## src/rtl/tt_pkg.sv

```systemverilog
// Shared constants and state encoding for the truth-table sweep/capture block.
package tt_pkg;

    localparam int N_IN   = 7;
    localparam int TT_W   = 1 << N_IN;
    localparam int ONES_W = 8;

    typedef enum logic [1:0] {
        IDLE,
        SWEEP,
        EVAL,
        DONE
    } state_e;

endpackage

```

## src/rtl/tt_props.sv

```systemverilog
// Combinational structural properties of a captured truth table.
module tt_props
    import tt_pkg::*;
#(
    parameter int TT_W = tt_pkg::TT_W
) (
    input  logic [TT_W-1:0] tt,
    output logic            is_const,
    output logic            self_dual
);

    // Self-dual means f(~x) == ~f(x); index TT_W-1-i is the bitwise complement of i.
    always_comb begin
        is_const  = (tt == '0) || (tt == '1);
        self_dual = 1'b1;
        for (int i = 0; i < TT_W / 2; i++) begin
            if (tt[i] == tt[TT_W-1-i]) begin
                self_dual = 1'b0;
            end
        end
    end

endmodule

```

## src/rtl/tt_sweep_capture.sv

```systemverilog
// Drives every input vector of an external 7-input function, captures its truth
// table, and reports the number of ones plus constant / self-dual flags.
module tt_sweep_capture
    import tt_pkg::*;
#(
    parameter int N_IN = tt_pkg::N_IN,
    parameter int TT_W = tt_pkg::TT_W
) (
    input  logic              clk,
    input  logic              rst,
    input  logic              start,
    input  logic              f_in,
    output logic [N_IN-1:0]   x,
    output logic              busy,
    output logic              done,
    output logic [TT_W-1:0]   tt,
    output logic [ONES_W-1:0] ones,
    output logic              is_const,
    output logic              self_dual
);

    state_e              state_q, state_d;
    logic [N_IN-1:0]     idx_q, idx_d;
    logic [N_IN-1:0]     x_q, x_d;
    logic                busy_q, busy_d;
    logic                done_q, done_d;
    logic [TT_W-1:0]     tt_q, tt_d;
    logic [ONES_W-1:0]   ones_q, ones_d;
    logic                is_const_q, is_const_d;
    logic                self_dual_q, self_dual_d;
    logic                props_const;
    logic                props_self_dual;

    tt_props #(
        .TT_W (TT_W)
    ) u_tt_props (
        .tt        (tt_q),
        .is_const  (props_const),
        .self_dual (props_self_dual)
    );

    always_comb begin
        // NOTE: every variable gets its hold value first so no path through the case infers a latch.
        state_d     = state_q;
        idx_d       = idx_q;
        x_d         = x_q;
        busy_d      = busy_q;
        done_d      = 1'b0;
        tt_d        = tt_q;
        ones_d      = ones_q;
        is_const_d  = is_const_q;
        self_dual_d = self_dual_q;

        case (state_q)
            IDLE: begin
                if (start) begin
                    state_d = SWEEP;
                    idx_d   = '0;
                    x_d     = '0;
                    tt_d    = '0;
                    ones_d  = '0;
                    busy_d  = 1'b1;
                end
            end
            SWEEP: begin
                // x has equalled idx for a full cycle, so f_in has settled.
                tt_d[idx_q] = f_in;
                ones_d      = ones_q + {{(ONES_W-1){1'b0}}, f_in};
                if (idx_q == '1) begin
                    state_d = EVAL;
                    idx_d   = '0;
                    x_d     = '0;
                end else begin
                    idx_d = idx_q + 1'b1;
                    x_d   = idx_q + 1'b1;
                end
            end
            EVAL: begin
                is_const_d  = props_const;
                self_dual_d = props_self_dual;
                state_d     = DONE;
                done_d      = 1'b1;
                busy_d      = 1'b0;
            end
            DONE: begin
                state_d = IDLE;
            end
            default: begin
                state_d = IDLE;
            end
        endcase
    end

    // NOTE: state updates use non-blocking assignments so all flops sample the same pre-edge values.
    always_ff @(posedge clk) begin
        // NOTE: the truth table is a plain register, not a memory, so it is cleared on reset with everything else.
        if (rst) begin
            state_q     <= IDLE;
            idx_q       <= '0;
            x_q         <= '0;
            busy_q      <= 1'b0;
            done_q      <= 1'b0;
            tt_q        <= '0;
            ones_q      <= '0;
            is_const_q  <= 1'b0;
            self_dual_q <= 1'b0;
        end else begin
            state_q     <= state_d;
            idx_q       <= idx_d;
            x_q         <= x_d;
            busy_q      <= busy_d;
            done_q      <= done_d;
            tt_q        <= tt_d;
            ones_q      <= ones_d;
            is_const_q  <= is_const_d;
            self_dual_q <= self_dual_d;
        end
    end

    assign x         = x_q;
    assign busy      = busy_q;
    assign done      = done_q;
    assign tt        = tt_q;
    assign ones      = ones_q;
    assign is_const  = is_const_q;
    assign self_dual = self_dual_q;

endmodule

```

## config.mk

```make
export PLATFORM = sky130hd
export DESIGN_NAME = tt_sweep_capture
export DESIGN_NICKNAME = d
export VERILOG_FILES = /design/src/rtl/tt_pkg.sv /design/src/rtl/tt_props.sv /design/src/rtl/tt_sweep_capture.sv
export SDC_FILE = /design/constraint.sdc
export NUM_CORES = 1
export LEC_CHECK = 0
export ABC_AREA = 1
export BUFFER_PORTS_ARGS = -buffer_cell sky130_fd_sc_hd__clkbuf_2
export CORE_MARGIN = 2
export CORE_UTILIZATION = 45
export DETAILED_ROUTE_END_ITERATION = 16
export PLACE_DENSITY = 0.77
export SLEW_MARGIN = 20
export SYNTH_ARGS = -nofsm -noshare
export SYNTH_HDL_FRONTEND = slang
export SYNTH_HIERARCHICAL = 1
export SYNTH_SLANG_ARGS = --single-unit
```

## constraint.sdc

```tcl
create_clock -name clk -period 2.5 [get_ports clk]
set_clock_uncertainty 0.15 [all_clocks]
set_input_delay 0.625 -clock clk [delete_from_list [all_inputs] [get_ports clk]]
set_output_delay 0.625 -clock clk [all_outputs]
set_load 0.1 [all_outputs]
```

; Yosys cells after proc, flatten, opt, wreduce, memory -nomap -nowiden
; Cells that the tools add are included.
[totals]
reg_bits = 149
inputBits = 4
elab_cells = 172
[classes]
addsub = 2
order_cmp = 2
n_eq_ne = 71
muxes = 80
reduce_logical = 9
[op_table]
columns = op, n
row1 = one-hot mux 128 bit (2 select lines), 1
row2 = bitwise mux 128 bit, 1
row3 = "== test 128 bit, second input constant", 1
row4 = logical NOT 128 bit, 1
row5 = two-way mux 128 bit, 1
row6 = two-way mux 1 bit, 67
row7 = == test 1 bit, 64
row8 = one-hot mux 8 bit (2 select lines), 1
row9 = two-way mux 7 bit, 2
row10 = one-hot mux 7 bit (2 select lines), 1
row11 = adder 8 x 1 -> 8 bit, 1
row12 = "less-than comparator 7 x 8 -> 1 bit, second input constant", 1
row13 = two-way mux 8 bit, 1
row14 = one-hot mux 2 bit (4 select lines), 1
row15 = "adder 7 x 1 -> 7 bit, second input constant", 1
row16 = demux 1 bit (select 7 bit), 1
row17 = "== test 7 bit, second input constant", 1
row18 = "greater-or-equal comparator 7 x 1 -> 1 bit, second input constant", 1
row19 = AND reduction 2 bit, 3
row20 = "== test 2 bit, second input constant", 2
row21 = two-way mux 2 bit, 2
row22 = "!= test 2 bit, second input constant", 2
row23 = nonzero test 2 bit, 2
row24 = "== test 2 x 1 -> 1 bit, second input constant", 1
row25 = other kinds (4), 4

; Longest topological paths before layout
; Gate-level depths: netlist of the first run.
[depth]
word_depth = 65
mapped_depth = 12
ltp_nobuf = 11

; By module
; The synthesis of the first run kept the hierarchy.
[modules_own_cells]
columns = module, n_inst, cells_each, area_each_um2, seq_area_each_um2
row1 = tt_sweep_capture, 1, 867, 6319.8, 2982.9
row2 = tt_props, 1, 549, 2118.3, 0.0

; Worst setup path after synthesis of the first run
; Ideal clock, no wire load.
[synth_timing]
path_type = reg2reg
startpoint = reg, netlist name x[5]
endpoint = reg tt_q[97], in the netlist tt[97]
setup_ps = 118
arrival_time_ps = 2060
t_required_ps = 2232
setup_slack_ps = 172
path_stages_with_launch = 6
path_buffers = 0
synth_period_minus_slack_ps = 2328
path_cell_list = dfxtp_1 nand2_1 nor2_2 nand2_1 o21ai_0 nor2_1
[synth_rtl]
columns = element, line_no
row1 = to (signal assigned), tt_sweep_capture.sv:113  ; tt_q <= tt_d;
row2 = to (decl), tt_sweep_capture.sv:27  ; logic [TT_W-1:0] tt_q, tt_d;

; Worst setup path in the final report of the first run
[layout_timing]
startpoint = reg tt_q[120], in the netlist tt[120]
endpoint = out tt[120]
[layout_rtl]
columns = element, line_no
row1 = to (decl), tt_sweep_capture.sv:16  ; output logic [TT_W-1:0] tt,
; No word-level cell between the ends.

==> results_dict.tcl, run 1 <==
set metrics [dict create \
    yosys_register_bits 149 \
    yosysMostFrequentCell "nand2_1" \
    synth_cell_types 26 \
    cpLargestDelayFamily "flip-flops" \
    cts_setup_buffers 0 \
    clockBufferDepth 2 \
    wl_per_cell_um 16.19 \
    n_fill_cell 1823 \
    vias 9799 \
    rows 50 \
    portBuffers 150 \
    drt-initial-drc-count 1105 \
    fin_crit_ns 2.252 \
    htreeDepth 4 \
    dp_cells 1791 \
    async_flop_share_pct 0 \
    crit_chain "clkbuf_2" \
    place_ws_ns 0.1116 \
    p_per_area_nw_per_um2 735.6 \
    yosysSeqAreaShare_pct 35.35 \
    grt_overflow 0 \
    crit_required_ns 1.73 \
    cts_num_sinks 149 \
    synth_area_um2 8438 \
    grt_pass1_wl_um 45850 \
    final.setup.worst_slack_ns 0.2476 \
    finalSetupTns_ns 0 \
    fmax_mhz 444.0 \
    rsz0062_at_grt "no" \
    syn_area_per_cell_um2 5.959 \
    gp_congestion 0.9259 \
    ant_nets 0 \
    power.leakage_nw 4.298 \
    track_usage_pct 29.37 \
    start_util_pct 45.41 \
    critPathMaxFanout 6 \
    cts_resized 0 \
    relSlewSlack_pct 60.72 \
    area_growth_pct 20.03 \
    syn_inst 1416 \
    die_w_um 140.9 \
    tightest_slew_ns 0.5918 \
    ys.flop_type "dfxtp_1" \
    cp_num_buf_inv 1 \
    status "finished, final reports clean" \
    cp_slowest_stage_delay_ns 0.53 \
    drt_first_pass_iters 5 \
    drc_errors 0 \
    ir_worst_vdd_v 0.0008296 \
    fin_crit_sh_pct 90.09 \
    synth_common_cells "nand2_1, nor2_1, inv_1" \
    cp-start-kind "flip-flop" \
    clk_pin_slew_ns 0.06 \
    hold_viol_final 0 \
    cp_slowest_cell "dfxtp_1" \
    final_nets 1587 \
    ys_warn_count 6 \
    cts_tree "done" \
    syn_nets 1427 \
    cp.arrival_ns 1.48 \
    clock_latency_ns 0.42 \
    core-area_um2 18580 \
    ys_top_cells_by_area "dfxtp_1, nand2_1, nor2_1, a21oi_1, o21ai_0" \
    io-pin-count 151 \
    holdBufCountCts 0 \
    drt_wl_total_um 29510 \
    grt_pass1_vias 8309 \
    end_kind "primary output" \
    avgViaCountPerCell 5.375 \
    synth-edff-count 0 \
    synth.largest_area_cell "dfxtp_1" \
    antenna_cells 0 \
    die_area_um2 19860 \
    grt_max_degree 87 \
    drive_gt1_share_pct 15.54 \
    synth_top_area_share_pct 35.35 \
    antenna_found_initial 0 \
    dp_hpwl_um 20920 \
    drv_slew 0 \
    maxCapViolCount 0 \
    cts-root-buf "clkbuf_16" \
    die_y_um 140.9 \
    finalNonFillerCells 1823 \
    holdWs_ns 0.2905 \
    min_path_type "input pin to flip-flop" \
    critPathKind "flip-flop to primary output" \
    setup_viol 0 \
    numCtsBuffers 17 \
]
routing by layer:
metal / up-vias / wire length, um / track usage [%]
li1: 4717 / - / -
met1: 4459 / 12000 / 38.98
met2: 546 / 13370 / 45.83
met3: 77 / 2837 / 7.065
met4: 0 / 1295 / 12.47
met5: - / 0 / 0
worst reg2reg max path, cell delays in order (launching register included):
cell and delay [ns]:
dfxtp_1 0.35, inv_1 0.07, ha_1 0.24, inv_2 0.07
nand2_1 0.08, nand2_4 0.25, nand2_2 0.33, inv_2 0.37
nand2_1 0.09, a21oi_1 0.17
worst paths after layout:
kind                   start  endpoint  slack [ns]  cells past startpoint
hold / removal           rst   ones[1]        0.29                      2
setup reg to reg  state_q[0]   tt[124]        0.26                      9
hold reg to reg      ones[4]   ones[4]        0.32                      2
setup / recovery     tt[120]   tt[120]        0.25                      1
power by group:
group | switching, W | internal, W | total [W]
Clock | 0.00101 | 0.00167 | 0.00269
Sequential | 0.000122 | 0.00246 | 0.00259
Combinational | 0.00167 | 0.000507 | 0.00218
layout by cell type (no fill, tap or decap), types with 2 or more instances in the layout:
master and n:
nand2_1 393, nor3_1 6, nor2_2 14, inv_1 162, nand3_1 28, ha_1 7, o21bai_1 2, nand2_2 8
o21ai_0 127, clkbuf_2 150, buf_4 26, bufinv_16 3, nor2_4 7, clkbuf_16 17, nor2_1 315, a21oi_1 130
clkinv_2 3, dfxtp_1 149, inv_2 9, xor2_1 12, nand3b_1 3, nand4_1 2, nand2_4 2, clkbuf_8 4
clkbuf_1 3, buf_12 2
stage by stage:
stage               area, um2  total power (W)  utilization, %
floorplan                8438         0.004327               -
global placement         9510         0.004739           51.19
detailed placement       9510         0.004763           51.19
CTS                     10120         0.007410           54.48
global route            10130         0.007790           54.51
finish                  10130         0.007451           54.51
registers in the layout, indices dropped and copies added (netlist names):
| signal | count |
|---|---|
| busy | 1 |
| done | 1 |
| is_const | 1 |
| ones | 8 |
| self_dual | 1 |
| state_q | 2 |
| tt | 128 |
| x | 7 |
kinds of logic after synthesis:
logic type	share of synthesized area [%]
AND/OR/NAND/NOR	36.70
flip-flops	35.35
buffers and inverters	10.10
XOR/XNOR	1.246
adder cells (fa/ha/maj)	1.038
AO/OA/AOI/OAI	15.57
cell type report:
cell class	count	area (um2)	area share [%]
clock inverters	8	121.4	1.198
repair buffers	178	985.9	9.734
well taps	234	292.8	2.891
inverters	172	645.6	6.374
multi-input cells	1058	4608	45.50
clock buffers	24	491.7	4.855
flip-flops and latches	149	2983	29.45
Note: power is estimated with default switching activity, not from simulation.
==> run 2: changes to the inputs <==
--- a/config.mk
+++ b/config.mk
@@ -6,13 +6,12 @@
 export NUM_CORES = 1
 export LEC_CHECK = 0
 export ABC_AREA = 1
-export BUFFER_PORTS_ARGS = -buffer_cell sky130_fd_sc_hd__clkbuf_2
 export CORE_MARGIN = 2
 export CORE_UTILIZATION = 45
 export DETAILED_ROUTE_END_ITERATION = 16
-export PLACE_DENSITY = 0.77
+export DONT_BUFFER_PORTS = 1
+export PLACE_DENSITY = 0.7
 export SLEW_MARGIN = 20
 export SYNTH_ARGS = -nofsm -noshare
 export SYNTH_HDL_FRONTEND = slang
-export SYNTH_HIERARCHICAL = 1
 export SYNTH_SLANG_ARGS = --single-unit
==> run 2 against run 1 <==
  * Sequential share of layout area grew 1.3 points
  * Hold slack lost 0.18 ns
  * Global-route usage is essentially flat
  * Non-clock buffer count shrank 8
  * Synthesized area shrank 9.0%
  * First-iteration DRC count shrank 1.5%
==> results_dict.tcl, run 2 <==
set metrics [dict create \
    drv_slew 0 \
    wl_per_cell_um 18.05 \
    synth_compound_area_share_pct 22.12 \
    grt_pass1_vias 7584 \
    start_util_pct 46.15 \
    vias 8526 \
    drt_wl_total_um 26760 \
    critPathMaxFanout 19 \
    antenna_found_initial 0 \
    clockBufferDepth 2 \
    area_growth_pct 26.31 \
    yosys_register_bits 149 \
    hold_viol_final 0 \
    drc_errors 0 \
    largest_register_ffs 128 \
    die_area_um2 18130 \
    synthAdderAreaFrac_pct 0.9774 \
    core-area_um2 16640 \
    power.leakage_nw 3.850 \
    synth_cell_types 36 \
    drive_gt1_share_pct 17.97 \
    dp_cells 1451 \
    setup_viol 0 \
    ys_warn_count 0 \
    die_w_um 134.7 \
    finalNonFillerCells 1483 \
    cts-root-buf "clkbuf_16" \
    fin_crit_sh_pct 92.16 \
    async_flop_share_pct 0 \
    tightest_slew_ns 0.6946 \
    end_kind "flip-flop" \
    ys.flop_type "dfxtp_1" \
    htreeDepth 4 \
    n_fill_cell 1526 \
    yosysMostFrequentCell "nand2_1" \
    crit_required_ns 2.65 \
    numCtsBuffers 17 \
    syn_inst 1100 \
    fmax_mhz 434.0 \
    synth_top_area_share_pct 38.83 \
    grt_max_degree 61 \
    die_y_um 134.7 \
    status "finished, final reports clean" \
    rsz0062_at_grt "no" \
    cp.arrival_ns 2.46 \
    synth_top_family_by_area "simple AND/OR/NAND/NOR gates" \
    syn_nets 1110 \
    syn_area_per_cell_um2 6.983 \
    io-pin-count 151 \
    synthMuxAreaShare_pct 0 \
    ir_worst_vdd_v 0.0005621 \
    yosysSeqAreaShare_pct 38.83 \
    portBuffers 0 \
    critPathKind "flip-flop to flip-flop" \
    synth.largest_area_cell "dfxtp_1" \
    antenna_cells 0 \
    mostFrequentLayoutCells "nand2_1, buf_4, dfxtp_1" \
    synth-edff-count 0 \
    layout_commonest_cell "nand2_1" \
    cts_num_sinks 149 \
    maxCapViolCount 0 \
    p_per_area_nw_per_um2 697.3 \
    grt_pass1_wl_um 41720 \
    fin_crit_ns 2.304 \
    synth_common_cells "nand2_1, dfxtp_1, inv_1" \
    dp_hpwl_um 19550 \
    cp-start-kind "flip-flop" \
    final_nets 1260 \
    synthXorXnorAreaFrac_pct 2.052 \
    relSlewSlack_pct 53.52 \
    rows 47 \
    utilization_pct 58.30 \
    ant_nets 0 \
    power_w 0.006765 \
    clock_latency_ns 0.43 \
    finalSetupTns_ns 0 \
    synth_area_um2 7681 \
    drt_first_pass_iters 6 \
    yosys.area_share.simple_pct 25.85 \
    drt-initial-drc-count 1088 \
    min_path_type "input pin to flip-flop" \
    avgViaCountPerCell 5.749 \
    track_usage_pct 29.36 \
    clk_pin_slew_ns 0.06 \
    gp_congestion 0.9437 \
    grt_overflow 0 \
    ys_top_cells_by_area "dfxtp_1, nand2_1, inv_1, nor2_1, a221oi_1" \
    cts_tree "done" \
]
-- run 2: final timing paths --
| kind | slack, ns | depth (start not counted) | start | to |
|---|---|---|---|---|
| worst min register to register | 0.36 | 2 | ones[1] | ones[1] |
| worst min-delay path | 0.11 | 1 | rst | ones[0] |
| worst max register to register | 0.20 | 10 | state_q[1] | tt[124] |
| worst max-delay path | 0.20 | 10 | state_q[1] | tt[124] |
-- run 2: through the flow --
stage	area, um2	setup slack, ns	hold WS, ns
floorplan	7681	0.1042	0.3234
global placement	9066	0.3198	0.3443
detailed placement	9066	0.2485	0.3492
CTS	9702	0.1776	0.1037
global route	9702	0.05093	0.1032
finish	9702	0.1961	0.1092
-- run 2: layout make-up --
cell class	count	area, um2	share of cell area [%]
Inverter	151	569.3	5.868
Sequential cell	149	2983	30.75
Multi-Input combinational cell	761	3938	40.59
Clock buffer	24	491.7	5.068
Tap cell	220	275.3	2.837
Timing Repair Buffer	170	1301	13.41
Clock inverter	8	143.9	1.483
-- run 2: what timing repair did --
item / in CTS / in global routing
hold buffers: 0 / 0
endpoints found under the setup margin: 0 / 1
setup buffers: 0 / 0
resized for setup: 0 / 1
-- run 2: power breakdown --
part | internal, W | switching, W
clock network | 0.00178 | 0.000992
logic | 0.000323 | 0.00118
registers | 0.00244 | 0.0000580
total | 0.00454 | 0.00223
-- run 2: cells by family (layout without fill, tap and decap cells) --
logic type	after synthesis	after routing
and+or+nand+nor	477	477
AOI/OAI and AO/OA	260	260
buffers and inverters	190	353
DFF	149	149
xor gates and xnor gates	18	18
adders and majority gates	6	6
-- run 2: worst max-delay path: stages (launching register included) --
cell	delay (ns)
dfxtp_1	0.31
inv_1	0.09
ha_1	0.29
nand2_1	0.14
nand2_4	0.14
nand2_2	0.13
nor2_2	0.15
buf_4	0.30
inv_2	0.10
o21ai_0	0.30
a21oi_1	0.07
-- run 2: routing by layer --
metal	global-route usage [%]	part of all wire, %	up-vias
met5	0	0	-
met4	10.29	2.7	0
met3	8.071	12	58
met2	43.49	43	532
met1	41.07	42	3909
li1	-	-	4027
==> run 3: changes to the inputs <==
==> constraint.sdc (replaced) <==
create_clock -name clk -period 2.35 [get_ports clk]
set_clock_uncertainty 0.15 [all_clocks]
set_input_delay 0.5875 -clock clk [delete_from_list [all_inputs] [get_ports clk]]
set_output_delay 0.5875 -clock clk [all_outputs]
set_load 0.1 [all_outputs]
==> run 3 against run 2 <==
  * Register-to-register slack hardly changed
  * Non-clock buffer count up 2
  * Maximum frequency grew 6.6%
  * Design area up 0.43%
  * Critical path type unchanged
  * Die area stayed put
  * Total power is 4.1% higher
  * Clock-buffer cell count decreased by 3
==> results_dict.tcl, run 3 (synthesized netlist as in run 2, its figures left out) <==
set metrics [dict create \
    drt_wl_total_um 26700 \
    cts_num_sinks 149 \
    critPathKind "flip-flop to flip-flop" \
    p_per_area_nw_per_um2 723.1 \
    end_kind "flip-flop" \
    die_y_um 134.7 \
    clk_pin_slew_ns 0.07 \
    setup_viol 0 \
    antenna_cells 0 \
    rsz0062_at_grt "no" \
    grt_pass1_wl_um 41570 \
    min_path_type "input pin to flip-flop" \
    rows 47 \
    grt_overflow 0 \
    gp_congestion 0.9463 \
    layout_commonest_cell "nand2_1" \
    start_util_pct 46.15 \
    hold_viol_final 0 \
    final_nets 1262 \
    cpMostUsedCell "inv_1" \
    cts-root-buf "clkbuf_16" \
    dp_hpwl_um 19230 \
    largest_register_ffs 128 \
    clock_latency_ns 0.43 \
    cp-start-kind "flip-flop" \
    cpLargestDelayFamily "buffers and inverters" \
    grt_pass1_vias 7675 \
    tightest_slew_ns 0.6937 \
    cp_slowest_cell "dfxtp_1" \
    antenna_found_initial 0 \
    drt-initial-drc-count 847 \
    critPathMaxFanout 29 \
    mostFrequentLayoutCells "nand2_1, buf_4, dfxtp_1" \
    cts_setup_buffers 0 \
    wl_per_cell_um 17.98 \
    area_growth_pct 26.84 \
    fmax_mhz 462.7 \
    grt_max_degree 56 \
    crit_chain "inv_1 > ha_1 > inv_1 > nand2_1 > nand2_4 > inv_4 > nor3_4 > buf_12 > inv_2 > o21ai_0 > a21oi_1" \
    maxCapViolCount 0 \
    relSlewSlack_pct 53.58 \
    numCtsBuffers 17 \
    holdBufCountCts 0 \
    ant_nets 0 \
    avgViaCountPerCell 5.640 \
    cts_resized 0 \
    drive_gt1_share_pct 18.42 \
    cts_tree "done" \
    holdWs_ns 0.06720 \
    io-pin-count 151 \
    cp_slowest_stage_delay_ns 0.34 \
    status "finished, final reports clean" \
    portBuffers 0 \
    rrSetupSlack_ns 0.19 \
    track_usage_pct 29.31 \
    clockBufferDepth 2 \
    fin_crit_ns 2.161 \
    crit_required_ns 2.51 \
    die_area_um2 18130 \
    die_w_um 134.7 \
    fin_crit_sh_pct 91.97 \
    htreeDepth 4 \
    drt_first_pass_iters 6 \
    drc_errors 0 \
    drv_slew 0 \
    core-area_um2 16640 \
    finalSetupTns_ns 0 \
    ir_worst_vdd_v 0.001177 \
    cp_num_buf_inv 5 \
    power.leakage_nw 3.848 \
    vias 8375 \
    cp.arrival_ns 2.32 \
]
## run 3: changes by cell type in the layout (fill, tap and decap cells not counted), sizes merged
cell and delta:
bufinv -2, clkbuf -3, buf +2, inv -1, clkinv +5, clkinvlp +1
## run 3: layout make-up
type / count / area (um2)
Multi-Input combinational cell: 761 / 3938
Sequential cell: 149 / 2985
Timing Repair Buffer: 172 / 1379
Clock inverter: 11 / 126.4
Fill cell: 1548 / 6899
Tap cell: 220 / 275.3
Clock buffer: 21 / 470.5
Inverter: 151 / 569.3
## run 3: worst paths after layout
path | from | to | cells past startpoint
setup reg to reg | state_q[0] | tt[123] | 11
setup / recovery | state_q[0] | tt[123] | 11
hold / removal | rst | ones[1] | 1
hold reg to reg | state_q[1] | state_q[1] | 2
## run 3: power by group
group	switching, W	total [W]	internal (W)
combinational	0.00126	0.00164	0.000376
sequential	0.0000586	0.00265	0.00259
clock	0.00111	0.00276	0.00165
total	0.00243	0.00705	0.00462
## run 3: routing by layer
layer | vias to the layer above | global-route usage, % | share of wire (%)
li1 | 4035 | - | -
met1 | 3847 | 41.03 | 44
met2 | 434 | 43.23 | 43
met3 | 59 | 7.508 | 10
met4 | 0 | 11.46 | 2.9
met5 | - | 0 | 0
## run 3: worst register-to-register path, stage by stage, from the launching register on
cell and delay (ns):
dfxtp_1 0.34, inv_1 0.08, ha_1 0.25, inv_1 0.07, nand2_1 0.08, nand2_4 0.14, inv_4 0.09, nor3_4 0.16
buf_12 0.23, inv_2 0.10, o21ai_0 0.28, a21oi_1 0.07
## run 3: stage by stage
stage	total power [W]	setup slack, ns	utilization (%)	cell area, um2	instances
after CTS	0.007027	0.2139	58.54	9743	1485
after global routing	0.007262	0.06061	58.54	9743	1485
after floorplan	0.003851	0.004083	-	7684	1100
final	0.007046	0.1887	58.54	9743	1485
after detailed placement	0.004315	0.2532	54.96	9146	1453
after global placement	0.004295	0.2945	54.96	9146	1453
